===== config.mk =====
export PLATFORM = sky130hd
export DESIGN_NAME = frame_dump_ctrl
export DESIGN_NICKNAME = d
export VERILOG_FILES = /design/src/rtl/frame_dump_ctrl.sv
export SDC_FILE = /design/constraint.sdc
export NUM_CORES = 1
export LEC_CHECK = 0
export ABC_CLOCK_PERIOD_IN_PS = 6560
export CAP_MARGIN = 20
export CORE_ASPECT_RATIO = 1.2
export CORE_MARGIN = 8
export CORE_UTILIZATION = 48
export CTS_BUF_LIST = sky130_fd_sc_hd__clkbuf_8
export DETAILED_ROUTE_END_ITERATION = 16
export PLACE_DENSITY = 0.72
export RECOVER_POWER = 100
export SYNTH_ARGS = -nofsm -noshare
export SYNTH_HDL_FRONTEND = slang
export SYNTH_SLANG_ARGS = --single-unit

===== constraint.sdc =====
create_clock -name clk -period 6.56 [get_ports clk]
set_input_delay 0.656 -clock clk [delete_from_list [all_inputs] [get_ports clk]]
set_output_delay 0.656 -clock clk [all_outputs]
set_load 0.005 [all_outputs]

===== src/rtl/frame_dump_ctrl.sv =====
// Frame buffer dump sequencer: reads the downsampled buffer word by word and
// streams it MSB-first to the debug UART, with an optional 2-byte sync header.
module frame_dump_ctrl #(
   parameter int unsigned COLS        = 40,
   parameter int unsigned ROWS        = 30,
   parameter int unsigned HOLDOFF     = 8191,
   parameter bit          SEND_HEADER = 1'b1,
   parameter logic [7:0]  SYNC0       = 8'hA5,
   parameter logic [7:0]  SYNC1       = 8'h5A,
   localparam int unsigned XW = (COLS > 1) ? $clog2(COLS) : 1,
   localparam int unsigned YW = (ROWS > 1) ? $clog2(ROWS) : 1
) (
   input  logic          clk,
   input  logic          areset_n,
   input  logic          start,
   input  logic          abort,
   output logic [XW-1:0] rd_x,
   output logic [YW-1:0] rd_y,
   input  logic [31:0]   rd_data,
   output logic [7:0]    tx_data,
   output logic          tx_write,
   input  logic          tx_busy,
   output logic          busy,
   output logic          freeze,
   output logic          done
);

   typedef enum logic [2:0] {
      S_IDLE, S_HDR0, S_HDR1, S_ADDR, S_LATCH, S_SEND, S_DONE
   } state_t;

   localparam logic [15:0]   HOLD_MAX = 16'(HOLDOFF);
   localparam logic [XW-1:0] X_LAST   = XW'(COLS - 1);
   localparam logic [YW-1:0] Y_LAST   = YW'(ROWS - 1);

   state_t        state_q;
   logic [15:0]   hold_q, hold_d;
   logic [31:0]   shreg_q;
   logic [1:0]    idx_q;
   logic [XW-1:0] x_q;
   logic [YW-1:0] y_q;
   logic [7:0]    txd_q;
   logic          txw_q;
   logic          busy_q;
   logic          done_q;
   logic          ready;

   // Idle time since the UART last reported busy, saturating at HOLDOFF.
   always_comb begin
      hold_d = hold_q;
      if (tx_busy)
         hold_d = '0;
      else if (hold_q < HOLD_MAX)
         hold_d = hold_q + 16'd1;
   end

   assign ready = (hold_q == HOLD_MAX) && !tx_busy && !txw_q;

   always_ff @(posedge clk or negedge areset_n) begin
      if (!areset_n) begin
         state_q <= S_IDLE;
         hold_q  <= '0;
         shreg_q <= '0;
         idx_q   <= '0;
         x_q     <= '0;
         y_q     <= '0;
         txd_q   <= '0;
         txw_q   <= 1'b0;
         busy_q  <= 1'b0;
         done_q  <= 1'b0;
      end else begin
         hold_q <= hold_d;
         txw_q  <= 1'b0;
         done_q <= 1'b0;
         if (abort && state_q != S_IDLE) begin
            state_q <= S_IDLE;
            x_q     <= '0;
            y_q     <= '0;
            busy_q  <= 1'b0;
         end else begin
            case (state_q)
               S_IDLE: begin
                  if (start && !abort) begin
                     state_q <= SEND_HEADER ? S_HDR0 : S_ADDR;
                     x_q     <= '0;
                     y_q     <= '0;
                     busy_q  <= 1'b1;
                  end
               end
               S_HDR0: begin
                  if (ready) begin
                     txd_q   <= SYNC0;
                     txw_q   <= 1'b1;
                     state_q <= S_HDR1;
                  end
               end
               S_HDR1: begin
                  if (ready) begin
                     txd_q   <= SYNC1;
                     txw_q   <= 1'b1;
                     state_q <= S_ADDR;
                  end
               end
               // Buffer read has one cycle of latency after an address change.
               S_ADDR: state_q <= S_LATCH;
               S_LATCH: begin
                  shreg_q <= rd_data;
                  idx_q   <= '0;
                  state_q <= S_SEND;
               end
               S_SEND: begin
                  if (ready) begin
                     txd_q   <= shreg_q[31:24];
                     txw_q   <= 1'b1;
                     shreg_q <= {shreg_q[23:0], 8'h00};
                     idx_q   <= idx_q + 2'd1;
                     if (idx_q == 2'd3) begin
                        if (x_q == X_LAST && y_q == Y_LAST) begin
                           state_q <= S_DONE;
                        end else begin
                           state_q <= S_ADDR;
                           if (x_q == X_LAST) begin
                              x_q <= '0;
                              y_q <= y_q + 1'b1;
                           end else begin
                              x_q <= x_q + 1'b1;
                           end
                        end
                     end
                  end
               end
               S_DONE: begin
                  done_q  <= 1'b1;
                  busy_q  <= 1'b0;
                  x_q     <= '0;
                  y_q     <= '0;
                  state_q <= S_IDLE;
               end
               default: state_q <= S_IDLE;
            endcase
         end
      end
   end

   assign rd_x     = x_q;
   assign rd_y     = y_q;
   assign tx_data  = txd_q;
   assign tx_write = txw_q;
   assign busy     = busy_q;
   assign freeze   = busy_q;
   assign done     = done_q;

endmodule


Word-level counts from Yosys, hierarchy flattened
Index checks and enable logic that the tools add are counted.
{ "totals": {"word_cells": 98, "inputBits": 37, "output_inout_bits": 23, "register_bits": 75} }
{ "op_classes": {"eq_ne": 20, "reduce_logical": 22, "n_lt_le_gt_ge": 1, "mux": 40, "bitwise_logic": 1, "addsub": 4} }
{ "op_table": {"columns": ["cell", "count"], "rows": [
  ["one-hot mux 32 bit (2 select lines)", 1],
  ["2-to-1 mux 6 bit", 6],
  ["2-to-1 mux 16 bit", 2],
  ["2-to-1 mux 32 bit", 1],
  ["2-to-1 mux 5 bit", 6],
  ["2-to-1 mux 8 bit", 3],
  ["one-hot mux 8 bit (3 select lines)", 1],
  ["2-to-1 mux 3 bit", 7],
  ["inequality test 3 bit, second input constant", 7],
  ["one-hot mux 3 bit (6 select lines)", 1],
  ["one-hot mux 6 bit (3 select lines)", 1],
  ["adder 16 x 1 -> 16 bit, second input constant", 1],
  ["== test 16 x 13 -> 1 bit, second input constant", 1],
  ["< comparator 16 x 13 -> 1 bit, second input constant", 1],
  ["one-hot mux 5 bit (3 select lines)", 1],
  ["AND reduction 5 bit", 3],
  ["== test 3 bit, second input constant", 3],
  ["nonzero test 3 bit", 3],
  ["2-to-1 mux 1 bit", 7],
  ["adder 6 x 1 -> 6 bit, second input constant", 1],
  ["== test 3 x 2 -> 1 bit, second input constant", 2],
  ["== test 6 bit, second input constant", 1],
  ["inequality test 2 bit, second input constant", 3],
  ["AND reduction 6 bit", 1],
  ["17 further kinds", 24]
]} }

Depth between registers and ports, before layout
Gate-level depths: netlist (run 1).
{ "depth": {"word_depth": 7, "ltp_mapped": 7, "depth_no_buf": 7} }

Worst setup path before layout (run 1)
OpenSTA, ideal clock, no wires.
{ "synth_path": {"path_type": "input to register", "start": "input port tx_busy", "end": "register shreg_q[10]", "n_path_buf": 2, "slack_ns": 4.151, "path_stages": 7, "t_required_ns": 6.435, "setup_time_ns": 0.125, "arrival_time_ns": 2.284, "cell_sequence": "clkbuf_1 > nor2_1 > nand3_1 > or2_1 > a211oi_4 > buf_6 > mux2_2"} }
{ "synth_via": {"elab_chain_cells": 5} }
{ "synth_lines": {"columns": ["element", "line", "text"], "rows": [
  ["from (decl)", "22", "input logic tx_busy,"],
  ["logical NOT 1 bit", "57", "assign ready = (hold_q == HOLD_MAX) && !tx_busy && !txw_q;"],
  ["logical AND 1 bit (2 in series)", "57", null],
  ["inequality test 2 bit (no line)", null, null],
  ["AND reduction 3 bit (no line)", null, null],
  ["to (signal assigned)", "107", "shreg_q <= rd_data;"],
  ["to (signal assigned)", "115", "shreg_q <= {shreg_q[23:0], 8'h00};"],
  ["to (decl)", "38", "logic [31:0] shreg_q;"]
]} }
No other way between the ends.
A chain may end at the register's enable or synchronous reset.

Final worst setup path (run 1)
{ "layout_path": {"start": "input port tx_busy", "end": "register shreg_q[9]"} }
The elaborated chain is that of the path after synthesis.

==> impl_metrics.prom, run 1 <==
# TYPE chip_impl_metric gauge
chip_impl_info{name="outcome",value="finished with violations"} 1
chip_impl_info{name="failed_checks",value="capacitance limit, slew limit"} 1
chip_impl_metric{name="synthesis.instances",unit=""} 393
chip_impl_metric{name="antenna_violating_nets_post_route",unit=""} 0
chip_impl_metric{name="netlist.area_leader.share",unit=""} 0.4726
chip_impl_metric{name="synth_compound_area_frac",unit=""} 0.1169
chip_impl_metric{name="worst_ir_drop_vdd",unit="mV"} 0.1217
chip_impl_metric{name="h-tree-depth",unit=""} 3
chip_impl_metric{name="muxShareOfSynthArea",unit=""} 0.1440
chip_impl_info{name="worst_setup_path_end_kind",value="flop"} 1
chip_impl_metric{name="post_synth_instance_area",unit="µm²"} 3971
chip_impl_info{name="yosys-top-cells-count",value="sky130_fd_sc_hd__dfrtp_1 (75), sky130_fd_sc_hd__mux2_2 (39), sky130_fd_sc_hd__nand2_1 (37)"} 1
chip_impl_info{name="worstHoldPathType",value="flop to flop"} 1
chip_impl_metric{name="remaining_global_route_overflow",unit=""} 0
chip_impl_info{name="rsz_0062_raised_after_global_routing",value="false"} 1
chip_impl_metric{name="period_minus_slack",unit="ps"} 4100
chip_impl_metric{name="wirelength_routed",unit="µm"} 8510
chip_impl_metric{name="fin_skew",unit="ps"} 7.851
chip_impl_metric{name="min_period_over_period",unit=""} 0.6249
chip_impl_metric{name="avgRoutedWirePerCell",unit="µm"} 15.67
chip_impl_metric{name="die_height",unit="µm"} 115.6
chip_impl_info{name="synth_top_family_by_area",value="simple AND/OR/NAND/NOR gates"} 1
chip_impl_metric{name="seq_area_frac_synth",unit=""} 0.4726
chip_impl_metric{name="detailed_routing_iteration_count_for_the_pre_antenna_repair_pass",unit=""} 4
chip_impl_metric{name="yosysWarnings",unit=""} 0
chip_impl_metric{name="dp_hpwl",unit="µm"} 5970
chip_impl_metric{name="cts_made_buffers",unit=""} 9
chip_impl_metric{name="final.hold.worst_slack",unit="ps"} 488.7
chip_impl_metric{name="num_antenna_cells",unit=""} 0
chip_impl_metric{name="power.total",unit="W"} 0.0009935
chip_impl_metric{name="io_pins",unit=""} 60
chip_impl_info{name="ys.flop_type",value="sky130_fd_sc_hd__dfrtp_1"} 1
chip_impl_metric{name="r2r_cells",unit=""} 6
chip_impl_metric{name="placementRows",unit=""} 36
chip_impl_metric{name="synth_area_in_adders",unit=""} 0.01575
chip_impl_metric{name="numPlacedInstances",unit=""} 527
chip_impl_metric{name="global_route.usage.total",unit=""} 0.1568
chip_impl_metric{name="dieArea",unit="µm²"} 11450
chip_impl_metric{name="drv.max_cap_violation_count",unit=""} 2
chip_impl_metric{name="grt_max_degree",unit=""} 76
chip_impl_metric{name="drive_gt1_frac",unit=""} 0.1362
chip_impl_metric{name="asyncSetResetFlopFracSynth",unit=""} 1.000
chip_impl_metric{name="grt_antenna_before_repair",unit=""} 0
chip_impl_metric{name="synthesis.nets",unit=""} 435
chip_impl_info{name="cts_root_buffer",value="sky130_fd_sc_hd__clkbuf_8"} 1
chip_impl_metric{name="synth.avg_cell_area",unit="µm²"} 10.11
chip_impl_info{name="sequence_of_cells_on_the_critical_path",value="dlygate4sd3_1, nor2_1, nand3_1, or2_0, a211oi_4, clkbuf_1, mux2_2"} 1
chip_impl_metric{name="timing_hold_violations_final",unit=""} 0
chip_impl_metric{name="route.detailed.vias_per_inst",unit=""} 5.617
chip_impl_metric{name="worst_slew_pin_slew",unit="ps"} 3904
chip_impl_metric{name="critical-path-max-stage-delay",unit="ps"} 1380
chip_impl_metric{name="die-width",unit="µm"} 99.04
chip_impl_metric{name="share_of_synthesized_cell_area_in_and_or_nand_and_nor_gates",unit=""} 0.1824
chip_impl_metric{name="drc",unit=""} 0
chip_impl_metric{name="cts.hold.buffers_added",unit=""} 0
chip_impl_info{name="cp_slowest_cell",value="sky130_fd_sc_hd__clkbuf_1"} 1
chip_impl_metric{name="number_of_resized_instances_in_the_post_cts_repair_step",unit=""} 0
chip_impl_metric{name="synth_xor_xnor_area_share",unit=""} 0.02205
chip_impl_metric{name="fp.coreArea",unit="µm²"} 8063
chip_impl_info{name="post-synth-top-count-cell",value="sky130_fd_sc_hd__dfrtp_1"} 1
chip_impl_info{name="synth_area_leader_cell",value="sky130_fd_sc_hd__dfrtp_1"} 1
chip_impl_metric{name="vias",unit=""} 3050
chip_impl_metric{name="postSynthRegisterBits",unit=""} 75
chip_impl_metric{name="hold_depth",unit=""} 2
chip_impl_metric{name="grt_first_pass_wirelength",unit="µm"} 14660
chip_impl_metric{name="multi_input_area",unit="µm²"} 1906
chip_impl_metric{name="p_leak",unit="nW"} 2.178
chip_impl_metric{name="cp_data_required_time",unit="ps"} 6800
chip_impl_metric{name="worst-path-max-fanout",unit=""} 34
chip_impl_metric{name="final_max_slew_violation_count",unit=""} 111
chip_impl_metric{name="initialDrtViolationCount",unit=""} 101
chip_impl_metric{name="final.setup.tns",unit="ps"} 0
chip_impl_metric{name="first_global_vias",unit=""} 3109
chip_impl_metric{name="insertion_delay",unit="ps"} 350
chip_impl_info{name="synthTopCellsByArea",value="sky130_fd_sc_hd__dfrtp_1 (47%), sky130_fd_sc_hd__mux2_2 (11%), sky130_fd_sc_hd__nand2_1 (3.5%)"} 1
chip_impl_metric{name="clock_sinks",unit=""} 75
chip_impl_metric{name="final-setup-viol-count",unit=""} 0
chip_impl_metric{name="layout.filler_cells",unit=""} 715
chip_impl_metric{name="clk_transition_reported_paths",unit="ps"} 80
chip_impl_metric{name="post_cts.repair.setup_buffers",unit=""} 0
chip_impl_info{name="crit_path_start_kind",value="primary input"} 1
chip_impl_metric{name="synthDistinctLibCells",unit=""} 56
chip_impl_metric{name="port_buffers",unit=""} 59
chip_impl_metric{name="cts-root-to-sink-buffers",unit=""} 2
chip_impl_info{name="cts_tree",value="built"} 1
chip_impl_info{name="criticalPathCategory",value="primary input to flop"} 1
chip_impl_metric{name="finalNonFillerCells",unit=""} 543
chip_impl_metric{name="timing.critical_path.arrival",unit="ps"} 4340
chip_impl_metric{name="seqCellArea",unit="µm²"} 1877
chip_impl_metric{name="layout.nets",unit=""} 485
chip_impl_metric{name="number_of_enable_flip_flop_cells_after_synthesis",unit=""} 0
chip_impl_metric{name="gp_congestion",unit=""} 0.8393
chip_impl_metric{name="slew-limit-headroom",unit=""} -1.603
chip_impl_metric{name="initial_core_util",unit=""} 0.4926
chip_impl_metric{name="layout-area-overhead-vs-synth",unit="%"} 19.60
chip_impl_metric{name="p_per_area",unit="nW/µm²"} 209.2
chip_impl_metric{name="fmax",unit="MHz"} 243.9
layout by cell type (no fill, tap or decap), types with 3 or more instances in the layout:
| cell type | instances |
|---|---|
| sky130_fd_sc_hd__and4_1 | 3 |
| sky130_fd_sc_hd__a22oi_1 | 3 |
| sky130_fd_sc_hd__xor2_1 | 4 |
| sky130_fd_sc_hd__nand3_1 | 23 |
| sky130_fd_sc_hd__xnor2_1 | 6 |
| sky130_fd_sc_hd__nand4_1 | 9 |
| sky130_fd_sc_hd__and2_1 | 3 |
| sky130_fd_sc_hd__nor2b_1 | 5 |
| sky130_fd_sc_hd__inv_1 | 18 |
| sky130_fd_sc_hd__dlygate4sd3_1 | 25 |
| sky130_fd_sc_hd__o21ai_0 | 26 |
| sky130_fd_sc_hd__nor4_1 | 5 |
| sky130_fd_sc_hd__nor3_1 | 9 |
| sky130_fd_sc_hd__clkdlybuf4s50_1 | 33 |
| sky130_fd_sc_hd__clkbuf_8 | 9 |
| sky130_fd_sc_hd__and3_1 | 5 |
| sky130_fd_sc_hd__a211oi_1 | 3 |
| sky130_fd_sc_hd__a21oi_1 | 6 |
| sky130_fd_sc_hd__nand2_1 | 37 |
| sky130_fd_sc_hd__dfrtp_1 | 75 |
| sky130_fd_sc_hd__mux2_2 | 39 |
| sky130_fd_sc_hd__nor2_1 | 25 |
| sky130_fd_sc_hd__nand2b_1 | 9 |
| sky130_fd_sc_hd__mux2i_1 | 11 |
| sky130_fd_sc_hd__a21o_1 | 3 |
| sky130_fd_sc_hd__ha_1 | 5 |
| sky130_fd_sc_hd__a21boi_0 | 4 |
power breakdown:
group | switching, W | total (W) | internal [W]
sequential | 0.0000280 | 0.000523 | 0.000495
combinational | 0.0000697 | 0.000148 | 0.0000784
clock | 0.000183 | 0.000322 | 0.000139
total | 0.000281 | 0.000994 | 0.000713
flip-flops by register name, summed over array words and instances (netlist names), 2 cells and up:
name and flops:
state_q 3, tx_data 8, rd_y 5, shreg_q 32, idx_q 2, rd_x 6
hold_q 16
through the flow:
step | utilization | worst slack [ps] | instance area (µm²)
4_1_cts | 0.5906 | 3513 | 4762
3_3_place_gp | 0.5677 | 3256 | 4577
2_1_floorplan | - | 4151 | 3971
5_1_grt | 0.5891 | 1814 | 4750
6_report | 0.5891 | 2460 | 4750
3_5_place_dp | 0.5689 | 3144 | 4587
layout make-up:
| cell class | count | share of cell area |
|---|---|---|
| well taps | 95 | 0.02503 |
| flip-flops and latches | 75 | 0.3952 |
| multi-input cells | 277 | 0.4012 |
| inverters | 18 | 0.01423 |
| clock inverters | 7 | 0.01080 |
| clock buffers | 9 | 0.02608 |
| repair buffers | 62 | 0.1275 |
cells by family after synthesis:
group / count (synthesis)
DFF: 75
xor gates and xnor gates: 10
muxes: 52
adders and majority gates: 5
and+or+nand+nor: 143
AOI/OAI and AO/OA: 67
buffers and inverters: 41
metal layers:
| metal | track usage | vias to the layer above | wire (µm) |
|---|---|---|---|
| met2 | 0.2509 | 76 | 3986 |
| met5 | 0 | - | 0 |
| met3 | 0.03185 | 12 | 424 |
| met4 | 0.08103 | 0 | 155 |
| li1 | - | 1494 | - |
| met1 | 0.1969 | 1468 | 3944 |
path summary, 6_finish.rpt:
kind	end	from	slack, ps
max	shreg_q[9]	tx_busy	2460
min	tx_data[3]	tx_data[3]	490
max reg2reg	shreg_q[9]	hold_q[13]	2690
min reg2reg	tx_data[3]	tx_data[3]	490
max in group asynchronous	tx_data[5]	areset_n	2720
min in group asynchronous	hold_q[7]	areset_n	1650
worst max-delay path, delay by kind of cell:
kind | cells | cell delay, ps
AOI/OAI and AO/OA | 1 | 260
and+or+nand+nor | 3 | 790
buffers and inverters | 2 | 2160
muxes | 1 | 460
Note: power is estimated with default switching activity, not from simulation.
==> run 2: changes to the inputs <==
--- a/config.mk
+++ b/config.mk
@@ -5,14 +5,14 @@
 export SDC_FILE = /design/constraint.sdc
 export NUM_CORES = 1
 export LEC_CHECK = 0
-export ABC_CLOCK_PERIOD_IN_PS = 6560
+export ABC_CLOCK_PERIOD_IN_PS = 3500
 export CAP_MARGIN = 20
 export CORE_ASPECT_RATIO = 1.2
 export CORE_MARGIN = 8
 export CORE_UTILIZATION = 48
 export CTS_BUF_LIST = sky130_fd_sc_hd__clkbuf_8
 export DETAILED_ROUTE_END_ITERATION = 16
-export PLACE_DENSITY = 0.72
+export PLACE_DENSITY = 0.75
 export RECOVER_POWER = 100
 export SYNTH_ARGS = -nofsm -noshare
 export SYNTH_HDL_FRONTEND = slang
==> constraint.sdc (replaced) <==
create_clock -name clk -period 3.5 [get_ports clk]
set_input_delay 0.35 -clock clk [delete_from_list [all_inputs] [get_ports clk]]
set_output_delay 0.35 -clock clk [all_outputs]
set_load 0.005 [all_outputs]
==> run 2 against run 1 <==
Effect of this change:
- the run still ends with capacitance limit, slew limit left
- critical path depth decreased by 1
- die area unchanged
- setup slack got worse by 1800 ps
- register-to-register slack lost 2000 ps
- cell area up 0.39%
- highest routed layer unchanged
==> impl_metrics.prom, run 2 (synthesis results as in run 1) <==
# TYPE chip_impl_metric gauge
chip_impl_metric{name="cts.hold.buffers_added",unit=""} 0
chip_impl_info{name="regMostFlops",value="shreg_q"} 1
chip_impl_metric{name="pwr-share-comb",unit=""} 0.150
chip_impl_metric{name="critical-path-max-stage-delay",unit="ps"} 690
chip_impl_metric{name="largest_reg_flops",unit=""} 32
chip_impl_info{name="worstHoldEndpoint",value="tx_data[2]"} 1
chip_impl_metric{name="layout.nets",unit=""} 487
chip_impl_metric{name="power.clock.fraction",unit=""} 0.333
chip_impl_metric{name="number_of_resized_instances_in_the_post_cts_repair_step",unit=""} 0
chip_impl_metric{name="worst-path-max-fanout",unit=""} 34
chip_impl_metric{name="cts_made_buffers",unit=""} 9
chip_impl_info{name="maxUsedRoutingLayer",value="met4"} 1
chip_impl_metric{name="first_global_vias",unit=""} 3055
chip_impl_metric{name="final-setup-viol-count",unit=""} 0
chip_impl_metric{name="layout-area-overhead-vs-synth",unit="%"} 20.07
chip_impl_metric{name="dieArea",unit="µm²"} 11450
chip_impl_info{name="layout.cells.most_common",value="sky130_fd_sc_hd__dfrtp_1"} 1
chip_impl_info{name="criticalPathCategory",value="flop to flop"} 1
chip_impl_metric{name="remaining_global_route_overflow",unit=""} 0
chip_impl_metric{name="h-tree-depth",unit=""} 3
chip_impl_info{name="cts_root_buffer",value="sky130_fd_sc_hd__clkbuf_8"} 1
chip_impl_metric{name="grt_first_pass_wirelength",unit="µm"} 14510
chip_impl_metric{name="worst_ir_drop_vdd",unit="mV"} 0.2567
chip_impl_metric{name="route.detailed.vias_per_inst",unit=""} 5.672
chip_impl_info{name="rsz_0062_raised_after_global_routing",value="false"} 1
chip_impl_metric{name="route.layer.met1.wl",unit="µm"} 3798
chip_impl_metric{name="p_per_area",unit="nW/µm²"} 397.0
chip_impl_metric{name="min_period_over_period",unit=""} 0.8114
chip_impl_metric{name="insertion_delay",unit="ps"} 350
chip_impl_metric{name="dp_hpwl",unit="µm"} 6043
chip_impl_metric{name="drv.max_cap_violation_count",unit=""} 1
chip_impl_metric{name="initial_core_util",unit=""} 0.4926
chip_impl_metric{name="post_cts.repair.setup_buffers",unit=""} 0
chip_impl_metric{name="net-switching-power",unit="W"} 0.0005491
chip_impl_metric{name="port_buffers",unit=""} 59
chip_impl_metric{name="clock_sinks",unit=""} 75
chip_impl_metric{name="worst_slew_pin_slew",unit="ps"} 1845
chip_impl_metric{name="timing_hold_violations_final",unit=""} 0
chip_impl_metric{name="r2r_cells",unit=""} 6
chip_impl_metric{name="fin_skew",unit="ps"} 10.77
chip_impl_metric{name="p_leak",unit="nW"} 2.187
chip_impl_metric{name="finalNonFillerCells",unit=""} 545
chip_impl_metric{name="final.setup.tns",unit="ps"} 0
chip_impl_info{name="failed_checks",value="capacitance limit, slew limit"} 1
chip_impl_metric{name="slew-limit-headroom",unit=""} -0.2299
chip_impl_metric{name="power.internal",unit="W"} 0.001344
chip_impl_metric{name="drc",unit=""} 0
chip_impl_metric{name="crit_buf_inv",unit=""} 1
chip_impl_metric{name="avgRoutedWirePerCell",unit="µm"} 15.51
chip_impl_info{name="endpoint_of_the_most_critical_register_to_register_path",value="shreg_q[12]"} 1
chip_impl_metric{name="seqPwrFrac",unit=""} 0.518
chip_impl_metric{name="fmax",unit="MHz"} 352.1
chip_impl_info{name="worst_setup_path_end_kind",value="flop"} 1
chip_impl_metric{name="wirelength_routed",unit="µm"} 8452
chip_impl_metric{name="detailed_routing_iteration_count_for_the_pre_antenna_repair_pass",unit=""} 4
chip_impl_metric{name="wl_met2",unit="µm"} 3978
chip_impl_metric{name="cp_data_required_time",unit="ps"} 3740
chip_impl_metric{name="fp.coreArea",unit="µm²"} 8063
chip_impl_metric{name="global_route.usage.total",unit=""} 0.1564
chip_impl_metric{name="placementRows",unit=""} 36
chip_impl_metric{name="hold_depth",unit=""} 2
chip_impl_metric{name="drive_gt1_frac",unit=""} 0.1400
chip_impl_info{name="sequence_of_cells_on_the_critical_path",value="nor3_1, nand3_1, or2_0, a211oi_4, buf_4, mux2_2"} 1
chip_impl_metric{name="antenna_violating_nets_post_route",unit=""} 0
chip_impl_metric{name="io_pins",unit=""} 60
chip_impl_metric{name="die-width",unit="µm"} 99.04
chip_impl_info{name="outcome",value="finished with violations"} 1
chip_impl_info{name="rr_startpoint",value="hold_q[13]"} 1
chip_impl_metric{name="cts-root-to-sink-buffers",unit=""} 2
chip_impl_metric{name="num_antenna_cells",unit=""} 0
chip_impl_info{name="cp_slowest_cell",value="sky130_fd_sc_hd__nor3_1"} 1
chip_impl_metric{name="period_minus_slack",unit="ps"} 2840
chip_impl_metric{name="grt_antenna_before_repair",unit=""} 0
chip_impl_metric{name="gp_congestion",unit=""} 0.8306
chip_impl_metric{name="initialDrtViolationCount",unit=""} 146
chip_impl_metric{name="grt_max_degree",unit=""} 76
chip_impl_metric{name="r2r_slack",unit="ps"} 660
chip_impl_metric{name="switching_share",unit=""} 0.2901
chip_impl_info{name="cts_tree",value="built"} 1
chip_impl_metric{name="timing.critical_path.arrival",unit="ps"} 3070
chip_impl_info{name="hold_start",value="tx_data[2]"} 1
chip_impl_metric{name="numPlacedInstances",unit=""} 529
chip_impl_metric{name="clk_transition_reported_paths",unit="ps"} 90
chip_impl_info{name="worstHoldPathType",value="flop to flop"} 1
chip_impl_metric{name="final_max_slew_violation_count",unit=""} 76
chip_impl_info{name="crit_path_start_kind",value="flop"} 1
chip_impl_info{name="layout_common_cells",value="sky130_fd_sc_hd__dfrtp_1 (75), sky130_fd_sc_hd__mux2_2 (39), sky130_fd_sc_hd__nand2_1 (37)"} 1
chip_impl_info{name="critPathTopFamily",value="simple AND/OR/NAND/NOR gates"} 1
chip_impl_metric{name="vias",unit=""} 3091
chip_impl_metric{name="die_height",unit="µm"} 115.6
chip_impl_metric{name="dr_wl_met3",unit="µm"} 456
[run 2: changes by cell type in the layout (fill, tap and decap cells not counted)]
| cell | delta |
|---|---|
| sky130_fd_sc_hd__buf_4 | +2 |
| sky130_fd_sc_hd__clkinv_2 | -2 |
| sky130_fd_sc_hd__clkbuf_2 | +1 |
| sky130_fd_sc_hd__clkdlybuf4s18_2 | -1 |
| sky130_fd_sc_hd__clkinvlp_4 | +1 |
| sky130_fd_sc_hd__inv_8 | +1 |
[run 2: power groups by stage]
stage                     sequential (W)  clock (W)  combinational (W)
after floorplan                 0.000972          0           0.000206
after global placement          0.000995          0           0.000279
final                           0.000980   0.000630           0.000283
after global routing            0.000990   0.000679           0.000317
after detailed placement        0.000998          0           0.000289
after CTS                       0.000980   0.000643           0.000290
[run 2: final cells by class]
| class | count | area (µm²) |
|---|---|---|
| Clock buffer | 9 | 123.9 |
| Clock inverter | 7 | 60.06 |
| Fill cell | 710 | 3294 |
| Inverter | 18 | 67.56 |
| Multi-Input combinational cell | 277 | 1906 |
| Sequential cell | 75 | 1877 |
| Tap cell | 95 | 118.9 |
| Timing Repair Buffer | 64 | 615.6 |
[run 2: layer usage]
metal / vias up / global-route usage
met5: - / 0
met4: 0 / 0.08410
met3: 19 / 0.03786
met2: 80 / 0.2523
met1: 1487 / 0.1896
li1: 1505 / -
[run 2: how the worst max path moves through the flow]
stage	start	cells after the start	endpoint
2_1_floorplan	hold_q[13]	6	shreg_q[10]
3_3_place_gp	tx_busy	7	shreg_q[10]
3_5_place_dp	tx_busy	7	shreg_q[11]
4_1_cts	hold_q[13]	6	shreg_q[31]
5_1_grt	hold_q[13]	6	shreg_q[23]
6_report	hold_q[13]	6	shreg_q[12]
[run 2: tightest hold or removal path: stages, from the launching register on]
cell and delay (ps):
sky130_fd_sc_hd__dfrtp_1 350, sky130_fd_sc_hd__nand2_1 50, sky130_fd_sc_hd__o21ai_0 60
[run 2: per-stage QoR]
| stage | utilization | cell area, µm² | worst slack [ps] | hold WS (ps) | total power (W) |
|---|---|---|---|---|---|
| after floorplan | - | 3971 | 1329 | 54.41 | 0.001178 |
| after global placement | 0.5705 | 4599 | 890.2 | 466.2 | 0.001274 |
| after detailed placement | 0.5705 | 4599 | 841.7 | 481.4 | 0.001286 |
| after CTS | 0.5933 | 4783 | 963.0 | 169.3 | 0.001913 |
| after global routing | 0.5914 | 4768 | 481.5 | 521.8 | 0.001986 |
| final | 0.5914 | 4768 | 660.1 | 491.9 | 0.001893 |
